===== src/rtl/alu_seq.sv =====
// alu_seq: sequential ALU, single-cycle arithmetic/logic ops plus iterative unsigned MUL/DIV.
// Define ALU_SEQ_MULDIV_EN to build the MUL/DIV engine; without it ops 8/9 report Err.
module alu_seq #(
   parameter int DataWidth = 8,
   parameter int FlagBits  = 4
) (
   input  logic                 Clk,
   input  logic                 Reset,
   input  logic                 Start,
   input  logic [3:0]           FuncOp,
   input  logic [DataWidth-1:0] A,
   input  logic [DataWidth-1:0] B,
   input  logic [FlagBits-1:0]  IFlags,
   output logic [DataWidth-1:0] Y,
   output logic [DataWidth-1:0] YHi,
   output logic [FlagBits-1:0]  OFlags,
   output logic                 Busy,
   output logic                 Done,
   output logic                 Err
);

   localparam int W = DataWidth;
   localparam logic [3:0] OP_ADD = 4'd0;
   localparam logic [3:0] OP_SUB = 4'd1;
   localparam logic [3:0] OP_AND = 4'd2;
   localparam logic [3:0] OP_OR  = 4'd3;
   localparam logic [3:0] OP_XOR = 4'd4;
   localparam logic [3:0] OP_SHL = 4'd5;
   localparam logic [3:0] OP_SHR = 4'd6;
   localparam logic [3:0] OP_CMP = 4'd7;
`ifdef ALU_SEQ_MULDIV_EN
   localparam logic [3:0] OP_MUL = 4'd8;
   localparam logic [3:0] OP_DIV = 4'd9;
   localparam int CntW = $clog2(W);

   typedef enum logic [1:0] {IDLE, CALC, DONE} state_t;
`else
   typedef enum logic {IDLE, DONE} state_t;
`endif

   // Flag vector layout is {V, N, C, Z}.
   function automatic logic [3:0] mk_flags(input logic [W-1:0] y, input logic c, input logic v);
      return {v, y[W-1], c, (y == '0)};
   endfunction

   state_t         state_q, state_d;
   logic [W-1:0]   y_q, yhi_q;
   logic [3:0]     flags_q;
   logic           err_q;
   logic           accept;
   logic [W:0]     sum;
   logic [W-1:0]   sc_y, sc_hi;
   logic [3:0]     sc_f;
   logic           sc_upd, sc_err, norm, c_bit, v_bit;
   logic           unused_iflags;

   assign unused_iflags = ^IFlags;
   assign accept        = (state_q == IDLE) && Start;

`ifdef ALU_SEQ_MULDIV_EN
   logic            sc_multi;
   logic [W-1:0]    hi_q, lo_q, opnd_q, hi_n, lo_n;
   logic            is_div_q;
   logic [CntW-1:0] cnt_q;
   logic            last;
   logic [W:0]      madd, dsh;
   logic [W+1:0]    dtrial;
   logic            unused_dtrial;

   assign last          = (state_q == CALC) && (cnt_q == CntW'(W - 1));
   assign unused_dtrial = dtrial[W];

   // One shift-add (MUL) or restoring (DIV) step per CALC cycle.
   always_comb begin
      madd   = {1'b0, hi_q} + (lo_q[0] ? {1'b0, opnd_q} : '0);
      dsh    = {hi_q, lo_q[W-1]};
      dtrial = {1'b0, dsh} - {2'b00, opnd_q};
      hi_n   = madd[W:1];
      lo_n   = {madd[0], lo_q[W-1:1]};
      if (is_div_q) begin
         if (!dtrial[W+1]) begin
            hi_n = dtrial[W-1:0];
            lo_n = {lo_q[W-2:0], 1'b1};
         end else begin
            hi_n = dsh[W-1:0];
            lo_n = {lo_q[W-2:0], 1'b0};
         end
      end
   end

   always_ff @(posedge Clk) begin
      if (Reset)
         cnt_q <= '0;
      else if (accept)
         cnt_q <= '0;
      else if (state_q == CALC)
         cnt_q <= cnt_q + 1'b1;
   end

   always_ff @(posedge Clk) begin
      if (accept) begin
         hi_q     <= '0;
         lo_q     <= FuncOp[0] ? A : B;
         opnd_q   <= FuncOp[0] ? B : A;
         is_div_q <= FuncOp[0];
      end else if (state_q == CALC) begin
         hi_q <= hi_n;
         lo_q <= lo_n;
      end
   end
`endif

   // Single-cycle result, evaluated against the live operands at accept.
   always_comb begin
      sum    = '0;
      c_bit  = 1'b0;
      v_bit  = 1'b0;
      norm   = 1'b1;
      sc_y   = y_q;
      sc_hi  = yhi_q;
      sc_f   = flags_q;
      sc_upd = 1'b1;
      sc_err = 1'b0;
`ifdef ALU_SEQ_MULDIV_EN
      sc_multi = 1'b0;
`endif
      case (FuncOp)
         OP_ADD: begin
            sum   = {1'b0, A} + {1'b0, B} + (W+1)'(IFlags[1]);
            sc_y  = sum[W-1:0];
            c_bit = sum[W];
            v_bit = (A[W-1] == B[W-1]) && (sum[W-1] != A[W-1]);
         end
         OP_SUB, OP_CMP: begin
            sum   = {1'b0, A} + {1'b0, ~B} + {{W{1'b0}}, 1'b1};
            c_bit = sum[W];
            v_bit = (A[W-1] != B[W-1]) && (sum[W-1] != A[W-1]);
            if (FuncOp == OP_CMP) begin
               norm = 1'b0;
               sc_f = mk_flags(sum[W-1:0], c_bit, v_bit);
            end else begin
               sc_y = sum[W-1:0];
            end
         end
         OP_AND: sc_y = A & B;
         OP_OR:  sc_y = A | B;
         OP_XOR: sc_y = A ^ B;
         OP_SHL: begin
            sc_y  = {A[W-2:0], 1'b0};
            c_bit = A[W-1];
            v_bit = A[W-1] ^ A[W-2];
         end
         OP_SHR: begin
            sc_y  = {1'b0, A[W-1:1]};
            c_bit = A[0];
         end
`ifdef ALU_SEQ_MULDIV_EN
         OP_MUL: begin
            norm     = 1'b0;
            sc_upd   = 1'b0;
            sc_multi = 1'b1;
         end
         OP_DIV: begin
            norm = 1'b0;
            if (B == '0) begin
               sc_y  = '1;
               sc_hi = A;
               sc_f  = 4'b1100;
            end else begin
               sc_upd   = 1'b0;
               sc_multi = 1'b1;
            end
         end
`endif
         default: begin
            norm   = 1'b0;
            sc_upd = 1'b0;
            sc_err = 1'b1;
         end
      endcase
      if (norm) begin
         sc_hi = '0;
         sc_f  = mk_flags(sc_y, c_bit, v_bit);
      end
   end

   always_comb begin
      state_d = state_q;
      case (state_q)
`ifdef ALU_SEQ_MULDIV_EN
         IDLE: if (Start) state_d = sc_multi ? CALC : DONE;
         CALC: if (last) state_d = DONE;
`else
         IDLE: if (Start) state_d = DONE;
`endif
         DONE:    state_d = IDLE;
         default: state_d = IDLE;
      endcase
   end

   always_ff @(posedge Clk) begin
      if (Reset)
         state_q <= IDLE;
      else
         state_q <= state_d;
   end

   always_ff @(posedge Clk) begin
      if (Reset) begin
         y_q     <= '0;
         yhi_q   <= '0;
         flags_q <= '0;
         err_q   <= 1'b0;
      end else begin
         err_q <= accept && sc_err;
         if (accept && sc_upd) begin
            y_q     <= sc_y;
            yhi_q   <= sc_hi;
            flags_q <= sc_f;
         end
`ifdef ALU_SEQ_MULDIV_EN
         else if (last) begin
            y_q     <= lo_n;
            yhi_q   <= hi_n;
            flags_q <= is_div_q ? mk_flags(lo_n, 1'b0, 1'b0)
                                : {1'b0, hi_n[W-1], (hi_n != '0), ({hi_n, lo_n} == '0)};
         end
`endif
      end
   end

   assign Y      = y_q;
   assign YHi    = yhi_q;
   assign OFlags = FlagBits'(flags_q);
   assign Busy   = (state_q != IDLE);
   assign Done   = (state_q == DONE);
   assign Err    = err_q;

endmodule


===== config.mk =====
export PLATFORM = sky130hd
export DESIGN_NAME = alu_seq
export DESIGN_NICKNAME = d
export VERILOG_FILES = /design/src/rtl/alu_seq.sv
export SDC_FILE = /design/constraint.sdc
export NUM_CORES = 1
export LEC_CHECK = 0
export BUFFER_PORTS_ARGS = -buffer_cell sky130_fd_sc_hd__clkbuf_2
export CORE_UTILIZATION = 27
export CTS_CLUSTER_SIZE = 8
export DETAILED_ROUTE_END_ITERATION = 8
export HOLD_SLACK_MARGIN = 0.03
export PLACE_DENSITY = 0.46
export SLEW_MARGIN = 5
export SYNTH_ARGS = -nofsm -noshare
export SYNTH_HDL_FRONTEND = slang
export SYNTH_SLANG_ARGS = --single-unit

===== constraint.sdc =====
create_clock -name Clk -period 2.3 [get_ports Clk]
set_input_delay 0 -clock Clk [delete_from_list [all_inputs] [get_ports Clk]]
set_output_delay 0 -clock Clk [all_outputs]
set_load 0.02 [all_outputs]

==> flow_summary.json, run 1 <==
{
  "filler_cell_count": 889,
  "placement_rows": 32,
  "clock_sinks": 14,
  "synth_edf_count": 0,
  "hold_violations": 0,
  "multi_input_area_sq_um": 1670,
  "finish.cell_count_without_fillers": 453,
  "timing.critical_path.mode_cell": "fa_1",
  "number_of_antenna_violations_at_the_first_check_in_global_routing": 0,
  "drc": 0,
  "synth.lib_cells_used.distinct": 53,
  "layout-drive-gt1-share_pct": 24.2,
  "clock_latency_of_the_later_clocked_register_in_the_worst_skew_pair_ns": 0.24,
  "crit_type": "in -> reg",
  "cts_tree": "built",
  "grt_remaining_overflow": 0,
  "run_status": "finished clean",
  "gp_routability_congestion": 0.798,
  "yosys.cell_count.top_type": "inv_1",
  "start_util_pct": 28.1,
  "finalWirelength_mm": 6.76,
  "register_area_sq_um": 280,
  "floorplan.die_area_sq_um": 8440,
  "critPathMaxFanout": 4,
  "die_boundary_height_um": 91.9,
  "core-area_sq_um": 7770,
  "rsz_0062_raised_after_global_routing": "false",
  "clock_skew_ns": 0.00157,
  "max-clock-path-buffers": 2,
  "fin_setup_tns_ns": 0,
  "proportion_of_netlist_area_held_by_the_largest_area_contributor_pct": 13.8,
  "num_antenna_cells": 0,
  "netlist_area_sq_um": 2180,
  "pin_slew_with_the_least_headroom_to_its_limit_ns": 0.537,
  "grt_usage_pct": 16.2,
  "synth-seq-cells": 14,
  "drtAntennaViolNets": 0,
  "drt_first_iter_violations": 214,
  "placement.io_buffers": 38,
  "p_per_area_nw_per_um2": 388,
  "setup.worst_path.start_class": "input port",
  "yosys-top-cells-area": "ha_1, dfxtp_1, inv_1",
  "slew_headroom_pct": 64.2,
  "layout_setup_ws_ns": 0.235,
  "static-leakage-power_nw": 1.28,
  "routed_wire_length_per_instance_um": 14.9,
  "irDropWorstVdd_mv": 0.150,
  "syn_avg_cell_area_sq_um": 7.37,
  "cts_buffer_count": 3,
  "cp_cell_sequence": "clkbuf_2 -> fa_1 -> inv_1 -> fa_1 -> o21ai_0 -> a21oi_1 -> o21bai_1 -> a221o_1 -> a22oi_1 -> buf_4 -> a32o_1",
  "place_worst_setup_slack_ns": -0.107,
  "detailedRoute.firstPassIterationCount": 5,
  "cts.htree.levels": 1,
  "synth_warnings": 0,
  "hpwl_mm": 5.65,
  "post-place-cells": 448,
  "critPathRequiredTime_ns": 2.44,
  "dominantRegCellSynth": "dfxtp_1",
  "nNetsFinal": 406,
  "critical_path.slowest_cell": "o21ai_0",
  "async_reset_ff_share_pct": 0,
  "critPathArrivalTime_ns": 2.20,
  "synth.largest_area_cell": "ha_1",
  "route.detailed.vias_per_inst": 5.01,
  "synth_commonest_cells": "inv_1, nor2_1, ha_1",
  "synth_sequential_area_ratio_pct": 12.9,
  "max_freq_mhz": 484,
  "setup_viol": 0,
  "endpoint_type_of_the_worst_setup_path": "register",
  "max-cap-violations": 0,
  "fin_util_pct": 34.6,
  "grt_start_max_net_pins": 17,
  "clkTransAtPathRegs_ns": 0.06,
  "areaGrowthSynthToFinish_pct": 23.4,
  "dr_total_vias": 2269,
  "hold_path_class": "in -> reg",
  "io-pin-count": 50,
  "root_buffer": "clkbuf_8",
  "die-width_um": 91.9,
  "timing.final.crit_share_pct": 89.8,
  "first_pass_grt_wire_length_mm": 11.1,
  "grt_pass1_vias": 2136,
  "finalCriticalPeriod_ns": 2.06,
  "maxSlewViolCount": 0,
  "count_of_mapped_cells_out_of_synthesis": 296,
  "timing.critical_path.slowest_cell_delay_ns": 0.39
}
-- kinds of logic (layout without fill, tap and decap cells) --
family	count (synthesis)	count (layout)	share of synthesized area, %
and+or+nand+nor	91	91	21.6
AOI/OAI and AO/OA	87	87	27.4
buffers and inverters	57	105	12.0
adders and majority gates	27	27	16.5
DFF	14	14	12.9
muxes	11	11	6.20
xor gates and xnor gates	8	8	3.21
other	1	8	0.172
-- layout make-up --
cell class | count | area share, %
Multi-Input combinational cell | 232 | 62.2
Inverter | 29 | 4.04
Sequential cell | 14 | 10.4
Timing Repair Buffer | 72 | 16.6
Tap cell | 102 | 4.74
Clock buffer | 4 | 2.05
-- power breakdown --
group / internal (mW) / switching [mW] / total, mW
Sequential: 0.257 / 0.0114 / 0.269
Clock: 0.152 / 0.0874 / 0.239
Combinational: 0.230 / 0.306 / 0.537
-- path summary, 6_finish.rpt --
check	startpoint	end	cells past startpoint	slack, ns
worst max-delay path	B[0]	OFlags[0]	11	0.24
worst min-delay path	Start	Busy	2	0.04
worst max register to register	Y[2]	OFlags[0]	6	0.48
worst min register to register	OFlags[2]	OFlags[2]	2	0.46
-- critical path: cells and delay by family --
family          cells  cell delay [ns]
compound gates      6             1.28
fa+ha+maj           2             0.58
buf+inv             3             0.33
-- state kept, by name, summed over array words and instances (netlist names) --
name / cells
Y: 8
OFlags: 4
Busy: 1
Err: 1
-- metrics by stage --
stage	instance area, sq um	power, mW	hold WS (ns)
finish	2690	1.04	0.0350
global route	2690	1.12	0.0545
CTS	2670	1.04	0.0339
detailed placement	2620	0.800	0.290
global placement	2620	0.803	0.284
floorplan	2210	0.612	0.163
-- repair_timing --
item,in CTS,in global routing
setup endpoints to repair,0,2
hold buffers,0,0
buffers inserted,0,1
resized for setup,0,2
-- cells in the final DEF, fill, tap and decap left out, drive strengths merged, types with 5 or more instances in the layout --
cell     n
a211oi   5
a21oi   21
buf     34
clkbuf  42
conb     8
dfxtp   14
ha      24
inv     29
mux2i    9
nand2   13
nand2b   5
nand3    5
nor2    27
nor3    13
o21ai   18
or3      5
-- layer usage --
layer  wire length (um)  GRT usage (%)  up-vias
li1                   -              -     1155
met1               3380           23.4     1053
met2               3150           26.9       59
met3                208          0.829        2
met4                 14           2.34        0
met5                  0              0        -
Power figures use the tool's default switching activity.
==> run 2: changes to the inputs <==
Settings changed: GPL_TIMING_DRIVEN from default to 0.
==> run 2 against run 1 <==
Clock skew grew 0.0041 ns. Clock power about the same. Global-route usage grew 0.29 points. Largest power group unchanged. Cell area shrank 3.8%. Final cell count fell by 1.8%. Critical endpoint unchanged.
==> flow_summary.json, run 2 (synthesized netlist as in run 1, its figures left out) <==
{
  "clockPowerShare_pct": 23.9,
  "final_cell_mix": "clkbuf_2, inv_1, nor2_1",
  "setup_viol": 0,
  "run_status": "finished clean",
  "filler_cell_count": 878,
  "fin_util_pct": 33.3,
  "power.total_mw": 1.01,
  "routed_wire_length_per_instance_um": 15.4,
  "io-pin-count": 50,
  "grt_usage_pct": 16.5,
  "finalCriticalPeriod_ns": 2.18,
  "cts_buffer_count": 3,
  "start_util_pct": 28.1,
  "gp_routability_congestion": 0.813,
  "wl_met1_mm": 3.44,
  "endpoint_type_of_the_worst_setup_path": "register",
  "cp_cell_sequence": "clkbuf_2 -> inv_1 -> ha_1 -> fa_1 -> nor3_1 -> a211o_1 -> or3_1 -> nand2_1 -> a2111oi_2 -> and4_1 -> a32o_1",
  "first_pass_grt_wire_length_mm": 11.0,
  "route.detailed.vias_per_inst": 5.13,
  "drc": 0,
  "net-switching-power_mw": 0.406,
  "placement.io_buffers": 36,
  "place_worst_setup_slack_ns": -0.250,
  "crit_type": "in -> reg",
  "die-width_um": 91.9,
  "drtAntennaViolNets": 0,
  "root_buffer": "clkbuf_8",
  "irDropWorstVdd_mv": 0.132,
  "drt_first_iter_violations": 137,
  "timing.critical_path.slowest_cell_delay_ns": 0.45,
  "commonest_non_fill_non_tap_cell_in_the_layout": "clkbuf_2",
  "critical_path.slowest_cell": "a2111oi_2",
  "grt_pass1_vias": 2081,
  "max-clock-path-buffers": 2,
  "detailedRoute.firstPassIterationCount": 4,
  "areaGrowthSynthToFinish_pct": 18.8,
  "placement_rows": 32,
  "met3_wirelength_um": 229,
  "grt_start_max_net_pins": 11,
  "hold_violations": 0,
  "hold_path_class": "in -> reg",
  "clock_skew_ns": 0.00564,
  "clock_sinks": 14,
  "die_boundary_height_um": 91.9,
  "dr_total_vias": 2282,
  "clkTransAtPathRegs_ns": 0.05,
  "power.share.switching_pct": 40.4,
  "cell_internal_pwr_mw": 0.600,
  "finish.cell_count_without_fillers": 445,
  "clock_latency_of_the_later_clocked_register_in_the_worst_skew_pair_ns": 0.25,
  "maxSlewViolCount": 0,
  "largest_register_ffs": 8,
  "pin_slew_with_the_least_headroom_to_its_limit_ns": 0.764,
  "critPathMaxFanout": 5,
  "static-leakage-power_nw": 1.21,
  "nNetsFinal": 398,
  "max_freq_mhz": 459,
  "post_cts_repair_setup_buffers": 0,
  "floorplan.die_area_sq_um": 8440,
  "p_per_area_nw_per_um2": 389,
  "critPathRequiredTime_ns": 2.49,
  "grt_remaining_overflow": 0,
  "timing.final.crit_share_pct": 94.7,
  "number_of_antenna_violations_at_the_first_check_in_global_routing": 0,
  "rsz_0062_raised_after_global_routing": "true",
  "critPathArrivalTime_ns": 2.37,
  "layout-drive-gt1-share_pct": 20.1,
  "max-cap-violations": 0,
  "pwr-share-seq_pct": 26.7,
  "slew_headroom_pct": 48.6,
  "route.met2.wl_mm": 3.14,
  "finalWirelength_mm": 6.87,
  "dr.max_layer_used": "met4",
  "num_antenna_cells": 0,
  "core-area_sq_um": 7770,
  "layout_setup_ws_ns": 0.121,
  "setup.worst_path.start_class": "input port",
  "hpwl_mm": 5.66,
  "post-place-cells": 441,
  "cts.htree.levels": 1,
  "share_comb_of_total_power_pct": 49.4,
  "cts_tree": "built"
}
run 2: metal layers:
layer  up-vias  track usage (%)
met5         -                0
met4         0             3.52
met3         5            0.912
met2        54             27.2
met1      1077             23.4
li1       1146                -
run 2: stage by stage:
| step | setup TNS, ns | cell area (sq um) | hold slack (ns) |
|---|---|---|---|
| final | 0 | 2590 | 0.101 |
| after global routing | -0.00497 | 2590 | 0.146 |
| after CTS | 0 | 2580 | 0.110 |
| after detailed placement | -0.377 | 2510 | 0.286 |
| after global placement | -0.466 | 2510 | 0.286 |
| after floorplan | 0 | 2210 | 0.163 |
run 2: repair_timing:
| action | 4_1_cts | 5_1_grt |
|---|---|---|
| pin swaps | 0 | 0 |
| hold endpoints to repair | 1 | 0 |
| cloned | 0 | 0 |
| hold buffers | 1 | 0 |
| setup endpoints to repair | 1 | 3 |
| resized for setup | 1 | 2 |
run 2: power groups by stage:
| stage | clock network [mW] | logic, mW | registers, mW |
|---|---|---|---|
| after global placement | 0 | 0.486 | 0.274 |
| after CTS | 0.242 | 0.490 | 0.269 |
| after global routing | 0.256 | 0.548 | 0.271 |
| final | 0.241 | 0.497 | 0.269 |
| after floorplan | 0 | 0.324 | 0.288 |
| after detailed placement | 0 | 0.486 | 0.274 |
run 2: worst paths after layout:
kind / start / end / slack, ns / cells past startpoint
worst max-delay path: A[0] / OFlags[0] / 0.12 / 11
worst min-delay path: Reset / Y[0] / 0.10 / 2
worst max register to register: Busy / OFlags[0] / 0.39 / 6
worst min register to register: OFlags[2] / OFlags[2] / 0.46 / 2
run 2: critical path, delay by kind of cell:
| family | cells | cell delay (ns) |
|---|---|---|
| AOI/OAI and AO/OA | 3 | 0.84 |
| adders and majority gates | 2 | 0.65 |
| buffers and inverters | 2 | 0.22 |
| and+or+nand+nor | 4 | 0.66 |
run 2: final cells by class:
type | count | area [sq um] | area share (%)
buffer | 27 | 150 | 5.80
clock buffer | 4 | 55.1 | 2.13
inverter | 29 | 109 | 4.20
multi-input combinational | 232 | 1680 | 64.8
sequential | 14 | 280 | 10.8
tap | 102 | 128 | 4.93
timing repair buffer | 37 | 190 | 7.34
